<file path="src/rtl/prom_burst.sv">
// prom_burst: parametrised piecewise-linear ramp ROM read out as valid/ready bursts.
module prom_burst #(
   parameter int DATA_W    = 8,
   parameter int ADDR_W    = 6,
   parameter int BASE      = 0,
   parameter int SEG_BREAK = 16,
   parameter int STEP_LO   = 1,
   parameter int STEP_HI   = 2
) (
   input  logic              clk,
   input  logic              rst_n,
   input  logic              req_valid,
   output logic              req_ready,
   input  logic [ADDR_W-1:0] req_addr,
   input  logic [ADDR_W-1:0] req_len,
   input  logic              abort,
   output logic              dout_valid,
   input  logic              dout_ready,
   output logic [DATA_W-1:0] dout_data,
   output logic              dout_last,
   output logic              busy
);
   localparam int DEPTH = 1 << ADDR_W;
   typedef enum logic {IDLE, BURST} state_t;
   state_t            r_state, w_next;
   logic [ADDR_W-1:0] r_addr, r_remain;
   logic [DATA_W-1:0] w_mem [DEPTH];
   function automatic logic [DATA_W-1:0] rom_word(input int a);
      int lo, hi;
      lo = (a < SEG_BREAK) ? a : SEG_BREAK - 1;
      hi = (a < SEG_BREAK) ? 0 : a - SEG_BREAK + 1;
      return DATA_W'(BASE + STEP_LO * lo + STEP_HI * hi);
   endfunction
   for (genvar i = 0; i < DEPTH; i++) begin : g_rom
      assign w_mem[i] = rom_word(i);
   end
   always_ff @(posedge clk or negedge rst_n)
      if (!rst_n) r_state <= IDLE;
      else        r_state <= w_next;
   // abort wins over a simultaneous handshake, so the presented beat is dropped
   always_comb
      w_next = (r_state == IDLE) ? (req_valid ? BURST : IDLE)
             : (abort || (dout_ready && r_remain == '0)) ? IDLE : BURST;
   always_ff @(posedge clk or negedge rst_n)
      if (!rst_n) begin
         r_addr   <= '0;
         r_remain <= '0;
      end else if (r_state == IDLE && req_valid) begin
         r_addr   <= req_addr;
         r_remain <= req_len;
      end else if (r_state == BURST && !abort && dout_ready && r_remain != '0) begin
         r_addr   <= r_addr + ADDR_W'(1);
         r_remain <= r_remain - ADDR_W'(1);
      end
   always_comb begin
      req_ready  = r_state == IDLE;
      busy       = r_state == BURST;
      dout_valid = r_state == BURST;
      dout_data  = dout_valid ? w_mem[r_addr] : '0;
      dout_last  = dout_valid && r_remain == '0;
   end
endmodule

</file>
<file path="config.mk">
export PLATFORM = sky130hd
export DESIGN_NAME = prom_burst
export DESIGN_NICKNAME = d
export VERILOG_FILES = /design/src/rtl/prom_burst.sv
export SDC_FILE = /design/constraint.sdc
export NUM_CORES = 1
export LEC_CHECK = 0
export CORE_UTILIZATION = 27
export DETAILED_ROUTE_END_ITERATION = 6
export SKIP_CTS_REPAIR_TIMING = 1
export SYNTH_ARGS = -nofsm -noshare
export SYNTH_HDL_FRONTEND = slang
export SYNTH_SLANG_ARGS = --single-unit
</file>
<file path="constraint.sdc">
create_clock -name clk -period 1.6 [get_ports clk]
set_input_delay 0.24 -clock clk [delete_from_list [all_inputs] [get_ports clk]]
set_output_delay 0.24 -clock clk [all_outputs]
set_load 0.01 [all_outputs]
</file>
==> reports/results.ini, run 1 <==
[grt]
grt_pass1_vias = 919
grt_overflow = 0
grt_pass1_wl_mm = 4.043
grt_usage_pct = 14.68
antenna_found_initial = 0
grt_max_degree = 17

[final_layout]
final_util_pct = 45.77
antenna_cells = 0
final_common_cell = buf_4
fin_nets = 191
synthToLayoutAreaGrowth_pct = 60.41
drive_above_1_share_pct = 32.93
final_cell_area_um2 = 1551
final_cell_mix = buf_4, nand2_1, clkdlybuf4s50_1
stdcell_count = 213

[synthesis]
post_synth_num_cell_types = 33
syn_area_um2 = 967.2
async_flop_share_pct = 100.0
postSynthCellCount = 116
ys_seq_area_share_pct = 33.64
synth_top_area_cell = dfrtp_1
synth_flop_cell = dfrtp_1
ys_seq_elements = 13
synth_area_per_cell_um2 = 8.338
yosys.area.top_type_share_pct = 33.64
synth_area_leaders = dfrtp_1, ha_1, nand2_1
yosysWarningCount = 0
synth_edf_count = 0
syn_nets = 139

[place]
dp_hpwl_mm = 1.937
port_buffers = 27
gp_congestion = 0.7972
dpl.cell_count = 208
placed_cell_area_um2 = 1463

[floorplan]
rows = 21
ios = 29
die_h_um = 61.85
core-area_um2 = 3390
dieArea_um2 = 3825
chipWidth_um = 61.85
initial_utilization_pct = 28.53

[sta]
fin_crit_ns = 1.607
final.setup.worst_slack_ns = -0.007318
finalMaxSlewViolations = 0
rsz0062_at_grt = true
max_freq_ghz = 0.6222
final_hold_viol_count = 0
fin_crit_sh_pct = 100.5
final-setup-viol-count = 1
skew_ns = 0.001062
holdWs_ns = 0.2618

[worst_setup_path]
crit_path_start_kind = flop
worst-path-max-fanout = 5
critPathRequiredTime_ns = 1.36
cp-end-kind = primary output
path_class = reg -> out
ff2ff_path_depth = 5
cp_data_arrival_time_ns = 1.37

[detailed_routing]
drc = 0
wl_per_cell_um = 12.31
drt_iter0_drc = 32
vias = 1025
finalWirelength_mm = 2.621
drtAntennaViolNets = 0
drt_pass1_iterations = 4
viasPerCell = 4.812

[clock_tree]
cts.sinks = 13
cts_made_buffers = 3
root_buffer = clkbuf_4
h-tree-depth = 1
cts_buffer_depth = 2
cts_tree = yes
clkLatencyLatePin_ns = 0.28
cts.clk_slew.worst_paths_ns = 0.08

[power]
power_density_nw_per_um2 = 1088
ir_worst_vdd_uv = 477.3
p_leak_nw = 0.7153

[job]
maxCapViolations = 0

[min_path]
hold_path_class = in -> async

[run_status]
status = finished, violations left
violations = setup timing

==> registers in the layout (all words and copies together), names as in the netlist <==
register and count:
r_addr 6, busy 1, r_remain 6
==> per-stage QoR <==
stage	worst slack, ns	setup TNS (ns)	power [mW]
final	-0.007318	-0.007318	1.688
after global routing	-0.09808	-0.3155	1.836
after CTS	-0.4886	-3.189	1.642
after detailed placement	-0.1657	-0.6877	1.426
after global placement	-0.1074	-0.4754	1.400
after floorplan	0.1293	0	0.9482
==> worst max-delay path, stage by stage (launching register included) <==
cell and delay [ns]:
dfrtp_1 0.39, buf_6 0.14, buf_4 0.13, o21ai_0 0.15, a21oi_1 0.10, dlymetal6s2s_1 0.18
==> layout make-up <==
class / count / area [µm²]
Multi-Input combinational cell: 92 / 648.1
Sequential cell: 13 / 326.6
Clock buffer: 4 / 26.28
Tap cell: 46 / 57.56
Timing Repair Buffer: 53 / 471.7
Fill cell: 328 / 1838
Inverter: 5 / 21.27
==> layer usage <==
metal | share of wire [%] | global-route usage (%) | up-vias
met1 | 42 | 18.11 | 487
met4 | 2.1 | 6.984 | 0
li1 | - | - | 507
met2 | 51 | 24.58 | 26
met3 | 4.4 | 2.899 | 5
met5 | 0 | 0 | -
==> where the power goes <==
group | total [mW] | leakage (nW) | internal [mW] | switching [mW]
Clock | 0.210 | 0.0150 | 0.0970 | 0.113
Combinational | 0.966 | 0.549 | 0.509 | 0.457
Sequential | 0.512 | 0.152 | 0.419 | 0.0933
Total | 1.69 | 0.715 | 1.02 | 0.663
==> path summary, 6_finish.rpt <==
check                       startpoint           end  slack, ns
hold reg to reg              r_addr[1]     r_addr[1]       0.61
hold / removal                   rst_n     r_addr[3]       0.26
setup / recovery             r_addr[4]  dout_data[3]     -0.007
max in group asynchronous        rst_n     r_addr[5]       1.16
setup reg to reg           r_remain[4]   r_remain[1]       0.07
min in group clk           req_addr[2]     r_addr[2]       0.49
==> Yosys cell counts, types with 4 or more instances <==
cell type  count
nand2_1       18
dfrtp_1       13
nor2_1        10
a21oi_1        9
ha_1           6
nand3_1        6
o211ai_1       6
nor3_1         5
o21ai_0        5
inv_1          4
==> logic make-up (layout without fill, tap and decap cells) <==
group	count (synthesis)	count (layout)	synth area share, %
other	1	1	0.3877
AOI/OAI and AO/OA	32	32	23.16
adders and majority gates	6	6	7.762
buffers and inverters	11	62	5.303
and+or+nand+nor	49	49	26.13
xor gates and xnor gates	4	4	3.623
DFF	13	13	33.63
Note: power is estimated with default switching activity, not from simulation.
==> run 2, diff against run 1 <==
--- a/config.mk
+++ b/config.mk
@@ -7,6 +7,7 @@
 export LEC_CHECK = 0
 export CORE_UTILIZATION = 27
 export DETAILED_ROUTE_END_ITERATION = 6
+export GPL_ROUTABILITY_DRIVEN = 1
 export SKIP_CTS_REPAIR_TIMING = 1
 export SYNTH_ARGS = -nofsm -noshare
 export SYNTH_HDL_FRONTEND = slang
==> results of run 2 <==
The final DEF is identical to that of run 1; final timing and power are the same.
